File: config.mk
export PLATFORM = sky130hd
export DESIGN_NAME = fetch_pc_unit
export DESIGN_NICKNAME = d
export VERILOG_FILES = /design/src/rtl/fetch_pc_unit.sv
export SDC_FILE = /design/constraint.sdc
export NUM_CORES = 1
export LEC_CHECK = 0
export ABC_AREA = 1
export BUFFER_PORTS_ARGS = -buffer_cell sky130_fd_sc_hd__buf_2
export CELL_PAD_IN_SITES_DETAIL_PLACEMENT = 0
export CELL_PAD_IN_SITES_GLOBAL_PLACEMENT = 2
export CORE_UTILIZATION = 31
export CTS_BUF_LIST = sky130_fd_sc_hd__clkbuf_4 sky130_fd_sc_hd__clkbuf_8
export CTS_CLUSTER_DIAMETER = 120
export DETAILED_ROUTE_END_ITERATION = 12
export PLACE_DENSITY_LB_ADDON = 0.1
export SKIP_CTS_REPAIR_TIMING = 1
export SLEW_MARGIN = 20
export SYNTH_ARGS = -nofsm -noshare
export SYNTH_HDL_FRONTEND = slang
export SYNTH_SLANG_ARGS = --single-unit
File: constraint.sdc
create_clock -name clock -period 3.2 [get_ports clock]
set_input_delay 0.32 -clock clock [delete_from_list [all_inputs] [get_ports clock]]
set_output_delay 0.32 -clock clock [all_outputs]
set_load 0.1 [all_outputs]
File: src/rtl/fetch_pc_unit.sv
// Instruction fetch / PC stage: issues word fetches, buffers up to two returned
// instructions for decode, and applies execute-stage redirects and link writes.
module fetch_pc_unit #(
  parameter int          PC_W     = 20,
  parameter int unsigned LINK_REG = 0
) (
  input  logic            clock,
  input  logic            reset,
  input  logic [2:0]      pcjumpenable,
  input  logic [8:0]      pcchange,
  input  logic [5:0]      pclocation,
  input  logic [PC_W-1:0] exec_pc,
  output logic [5:0]      jump_reg,
  input  logic [15:0]     jump_reg_data,
  output logic [5:0]      link_wr,
  output logic [15:0]     link_wr_data,
  output logic            link_wr_enable,
  output logic [PC_W-1:0] imem_addr,
  output logic            imem_req,
  input  logic            imem_gnt,
  input  logic            imem_rvalid,
  input  logic [15:0]     imem_rdata,
  output logic [15:0]     instr,
  output logic [PC_W-1:0] instr_pc,
  output logic            instr_valid,
  input  logic            instr_ready,
  output logic [PC_W-1:0] previous_programcounter
);

  localparam logic [2:0] CMD_REL      = 3'd1;
  localparam logic [2:0] CMD_ABS      = 3'd2;
  localparam logic [2:0] CMD_ABS_LINK = 3'd3;
  localparam logic [2:0] CMD_REL_LINK = 3'd4;

  logic [PC_W-1:0] fetch_pc_q, fetch_pc_d;
  logic [15:0]     instr0_q, instr0_d, instr1_q, instr1_d;
  logic [PC_W-1:0] pc0_q, pc0_d, pc1_q, pc1_d;
  logic [1:0]      count_q, count_d;
  logic [1:0]      inflight_q, inflight_d;
  logic [1:0]      drop_q, drop_d;
  logic [PC_W-1:0] reqPc_q [2];
  logic [PC_W-1:0] reqPc_d [2];
  logic            reqWr_q, reqWr_d, reqRd_q, reqRd_d;
  logic            linkEn_q, linkEn_d;
  logic [15:0]     linkData_q, linkData_d;

  logic            grant, retValid, retKeep, pop, redirect, isLink;
  logic [PC_W-1:0] retPc, target, relTarget, absTarget;

  assign imem_req = ~reset & (({1'b0, count_q} + {1'b0, inflight_q}) < 3'd2);
  assign imem_addr = fetch_pc_q;
  assign previous_programcounter = fetch_pc_q;
  assign instr_valid = (count_q != 2'd0);
  assign instr = instr0_q;
  assign instr_pc = pc0_q;
  assign jump_reg = pclocation;
  assign link_wr = linkEn_q ? 6'(LINK_REG) : 6'd0;
  assign link_wr_data = linkData_q;
  assign link_wr_enable = linkEn_q;

  assign relTarget = exec_pc + {{(PC_W-9){pcchange[8]}}, pcchange};
  assign absTarget = {{(PC_W-16){1'b0}}, jump_reg_data};

  always_comb begin
    grant    = imem_req & imem_gnt;
    // Returns with nothing outstanding (e.g. stale ones after reset) are ignored.
    retValid = imem_rvalid & (inflight_q != 2'd0);
    retKeep  = retValid & (drop_q == 2'd0);
    pop      = instr_valid & instr_ready;
    redirect = (pcjumpenable != 3'd0) && (pcjumpenable <= CMD_REL_LINK);
    isLink   = (pcjumpenable == CMD_ABS_LINK) || (pcjumpenable == CMD_REL_LINK);
    retPc    = reqPc_q[reqRd_q];

    target = relTarget;
    case (pcjumpenable)
      CMD_ABS, CMD_ABS_LINK: target = absTarget;
      CMD_REL, CMD_REL_LINK: target = relTarget;
      default:               target = relTarget;
    endcase
  end

  always_comb begin
    fetch_pc_d = fetch_pc_q;
    instr0_d   = instr0_q;
    instr1_d   = instr1_q;
    pc0_d      = pc0_q;
    pc1_d      = pc1_q;
    count_d    = count_q;
    inflight_d = inflight_q + 2'(grant) - 2'(retValid);
    drop_d     = drop_q;
    reqPc_d    = reqPc_q;
    reqWr_d    = reqWr_q;
    reqRd_d    = reqRd_q;
    linkEn_d   = redirect & isLink;
    linkData_d = (redirect & isLink) ? (exec_pc[15:0] + 16'd1) : 16'd0;

    if (grant) begin
      reqPc_d[reqWr_q] = fetch_pc_q;
      reqWr_d          = ~reqWr_q;
      fetch_pc_d       = fetch_pc_q + PC_W'(1);
    end
    if (retValid) begin
      reqRd_d = ~reqRd_q;
    end
    if (retValid && (drop_q != 2'd0)) begin
      drop_d = drop_q - 2'd1;
    end

    // Slot 0 is the head; slot 1 only ever holds the second-oldest entry.
    case ({pop, retKeep})
      2'b10: begin
        instr0_d = instr1_q;
        pc0_d    = pc1_q;
        count_d  = count_q - 2'd1;
      end
      2'b01: begin
        if (count_q == 2'd0) begin
          instr0_d = imem_rdata;
          pc0_d    = retPc;
        end else begin
          instr1_d = imem_rdata;
          pc1_d    = retPc;
        end
        count_d = count_q + 2'd1;
      end
      2'b11: begin
        if (count_q == 2'd1) begin
          instr0_d = imem_rdata;
          pc0_d    = retPc;
        end else begin
          instr0_d = instr1_q;
          pc0_d    = pc1_q;
          instr1_d = imem_rdata;
          pc1_d    = retPc;
        end
      end
      default: ;
    endcase

    // A grant in the redirect cycle is already counted in inflight_d, so it gets dropped too.
    if (redirect) begin
      fetch_pc_d = target;
      count_d    = 2'd0;
      drop_d     = inflight_d;
    end
  end

  always_ff @(posedge clock) begin
    if (reset) begin
      fetch_pc_q <= '0;
      instr0_q   <= '0;
      instr1_q   <= '0;
      pc0_q      <= '0;
      pc1_q      <= '0;
      count_q    <= '0;
      inflight_q <= '0;
      drop_q     <= '0;
      reqPc_q[0] <= '0;
      reqPc_q[1] <= '0;
      reqWr_q    <= 1'b0;
      reqRd_q    <= 1'b0;
      linkEn_q   <= 1'b0;
      linkData_q <= '0;
    end else begin
      fetch_pc_q <= fetch_pc_d;
      instr0_q   <= instr0_d;
      instr1_q   <= instr1_d;
      pc0_q      <= pc0_d;
      pc1_q      <= pc1_d;
      count_q    <= count_d;
      inflight_q <= inflight_d;
      drop_q     <= drop_d;
      reqPc_q[0] <= reqPc_d[0];
      reqPc_q[1] <= reqPc_d[1];
      reqWr_q    <= reqWr_d;
      reqRd_q    <= reqRd_d;
      linkEn_q   <= linkEn_d;
      linkData_q <= linkData_d;
    end
  end

endmodule

==> impl_metrics.csv <==
group,metric,value,unit
route,totalWireLength,26920,um
route,drt_iter0_markers,412,
worst_setup_path,worstPathArrival,2.84,ns
route,vias,8333,
yosys,avgSynthCellArea,6.715,um^2
grt,gr-total-overflow,0,
place,dp_cells,1777,
hold_path,min_path_cells,2,
yosys,ys_seq_elements,157,
timing,slew_headroom,53.06,%
worst_setup_path,worstSetupStartpointType,"flop",
clock_network,cts_inserted_buffers,17,
timing,clock_skew,0.02556,ns
timing,final.setup.worst_slack,0.7589,ns
final_layout,final_util,36.60,%
yosys,synth_edf_count,0,
place,dp_hpwl,19750,um
grt,first_global_vias,7651,
clock_network,clock_path_buffers,2,
route,via_per_inst,4.606,
yosys,yosys_warnings,0,
final_layout,seq_area,3144,um^2
route,first_pass_iters,5,
timing,slew_viol_final,0,
worst_setup_path,reg2reg_from,"count_q[1]",
place,place_congestion,0.7893,
timing,finalCritPeriodShare,76.28,%
hold_path,hold_path_end,"link_wr_data[0]",
route,routedWlPerCell,14.88,um
yosys,synth_area,8730,um^2
worst_setup_path,cp_max_fo,35,
status,outcome,"finished clean",
die,rows,61,
route,postRouteAntennaNets,0,
place,portBuffers,163,
yosys,synth_cell_types,41,
final_layout,instances_no_fill,1809,
place,dpl_cell_area,9733,um^2
final_layout,area_growth,16.15,%
clock_network,htree_num_levels,4,
yosys,synth.largest_area_cell,"dfxtp_1",
yosys,yosysMostFrequentCell,"nand2_1",
worst_setup_path,reg2reg_to,"pc1_q[19]",
timing,final-setup-viol-count,0,
die,io_pins,182,
yosys,async_flop_share,0,%
yosys,synth_top_cell_area_share,36.00,%
yosys,synth.yosys.seq_area_share,36.00,%
die,fp.dieW,169.8,um
place,pre_cts_slack,0.7566,ns
worst_setup_path,required,3.59,ns
timing,fin_crit,2.441,ns
die,core_area,27710,um^2
timing,fmax,409.7,MHz
pwr,power.total,7.995,mW
clock_network,cts.sinks,157,
pwr,worst_ir_drop_vdd,0.0003174,V
clock_network,cts-root-buf,"clkbuf_8",
yosys,synth-main-ff-cell,"dfxtp_1",
worst_setup_path,r2r_cells,13,
yosys,synth_area_leaders,"dfxtp_1 (36%), nand2_1 (11%), o21ai_0 (9.1%)",
yosys,synthTopCellsByCount,"nand2_1 (259), inv_1 (164), o21ai_0 (159), dfxtp_1 (157), nor2_1 (107)",
die,initial_core_util,31.51,%
hold_path,min_from,"exec_pc[0]",
clock_network,clkTransAtPathRegs,0.10,ns
final_layout,nFillCells,3070,
final_layout,fin_nets,1523,
grt,grt_max_degree,43,
flow_run,drv_cap,0,
worst_setup_path,rrSetupSlack,0.76,ns
clock_network,clk_latency,0.47,ns
grt,track_usage,19.04,%
die,die_h,169.8,um
final_layout,drive_gt1_share,18.87,%
die,die_area,28840,um^2
timing,rsz0062_at_grt,"no",
pwr,leakagePower,4.636,nW
timing,max_slew.worst_pin.slew,0.7031,ns
worst_setup_path,path_class,"flop to flop",
route,drc,0,
final_layout,diodes,0,
yosys,syn_inst,1300,
timing,hold_viol,0,
clock_network,cts_tree,"yes",
worst_setup_path,crit_path_end_kind,"flop",
pwr,p_per_area,788.5,nW/um^2
grt,antenna_found_initial,0,
grt,grt_first_pass_wirelength,42940,um
final_layout,multi_input_area,4499,um^2
final_layout,final_area,10140,um^2
hold_path,hp-class,"input pin to flop",
==> per-stage QoR <==
step	hold WS (ns)	setup TNS (ns)
4_1_cts	0.04249	0
3_5_place_dp	0.4359	0
6_report	0.06903	0
2_1_floorplan	0.3924	-0.06240
3_3_place_gp	0.4317	0
5_1_grt	0.03727	0
==> critical path, stage by stage (launching register included) <==
cell and delay (ns):
dfxtp_1 0.39, inv_1 0.08, ha_1 0.18, inv_1 0.15, nand2_1 0.15, inv_1 0.09
ha_1 0.18, nand2_1 0.07, o21ai_0 0.07, nor2_1 0.08, inv_2 0.39, buf_4 0.32
o21ai_0 0.09, a21oi_1 0.13
==> layout by cell type (no fill, tap or decap), drive strengths merged <==
cell type and count:
or2 39, ha 28, nor2 109, and2 1, o21bai 2, nor3b 1
o211ai 4, and3 1, a31oi 40, conb 6, nand2 261, clkbuf 17
xnor2 6, a21oi 108, dfxtp 157, a211oi 2, inv 176, o22ai 1
nand4 8, xor2 9, fa 2, o21a 1, nor3 16, nand3b 5
clkinv 9, nand3 53, o21ai 186, buf 183
==> cell families (layout without fill, tap and decap cells) <==
logic type | after synthesis | after routing | synth area share (%)
compound gates | 344 | 344 | 20.83
buf+inv | 259 | 385 | 12.74
fa+ha+maj | 30 | 30 | 4.472
other cells | 1 | 6 | 0.04296
flops | 157 | 157 | 36.00
xor+xnor | 15 | 15 | 1.505
simple gates | 494 | 494 | 24.41
==> how the worst max path moves through the flow <==
stage	from	end	cells after the start
after floorplan	inflight_q[0]	drop_q[1]	14
after global placement	count_q[1]	pc1_q[13]	13
after detailed placement	count_q[1]	pc1_q[19]	13
after CTS	count_q[1]	pc1_q[19]	13
after global routing	count_q[1]	pc1_q[9]	13
final	count_q[1]	pc1_q[19]	13
==> area by class of cell <==
cell class	instances	share of cell area [%]
clock inverters	15	1.703
multi-input cells	889	44.37
clock buffers	17	2.308
repair buffers	183	9.650
flip-flops and latches	157	31.01
inverters	170	6.293
well taps	378	4.664
==> state kept, by name, indices dropped and copies added, names as in the netlist <==
signal,flops
imem_addr,20
link_wr_data,16
reqRd_q,1
inflight_q,2
instr1_q,16
instr_pc,20
count_q,2
pc1_q,20
link_wr_enable,1
drop_q,2
instr,16
reqPc_q,40
reqWr_q,1
==> report_power, final <==
| part | switching [mW] | internal (mW) | total [mW] |
|---|---|---|---|
| Clock | 0.939 | 0.601 | 1.54 |
| Combinational | 3.06 | 0.746 | 3.81 |
| Sequential | 0.264 | 2.38 | 2.65 |
| Total | 4.27 | 3.73 | 8.00 |
==> routing by layer <==
metal	vias up	GRT usage, %	share of wire [%]
met2	146	29.72	44
met3	14	2.721	3.1
li1	4427	-	-
met4	0	3.917	0.77
met5	-	0	0
met1	3746	27.62	52
Note: power is estimated with default switching activity, not from simulation.
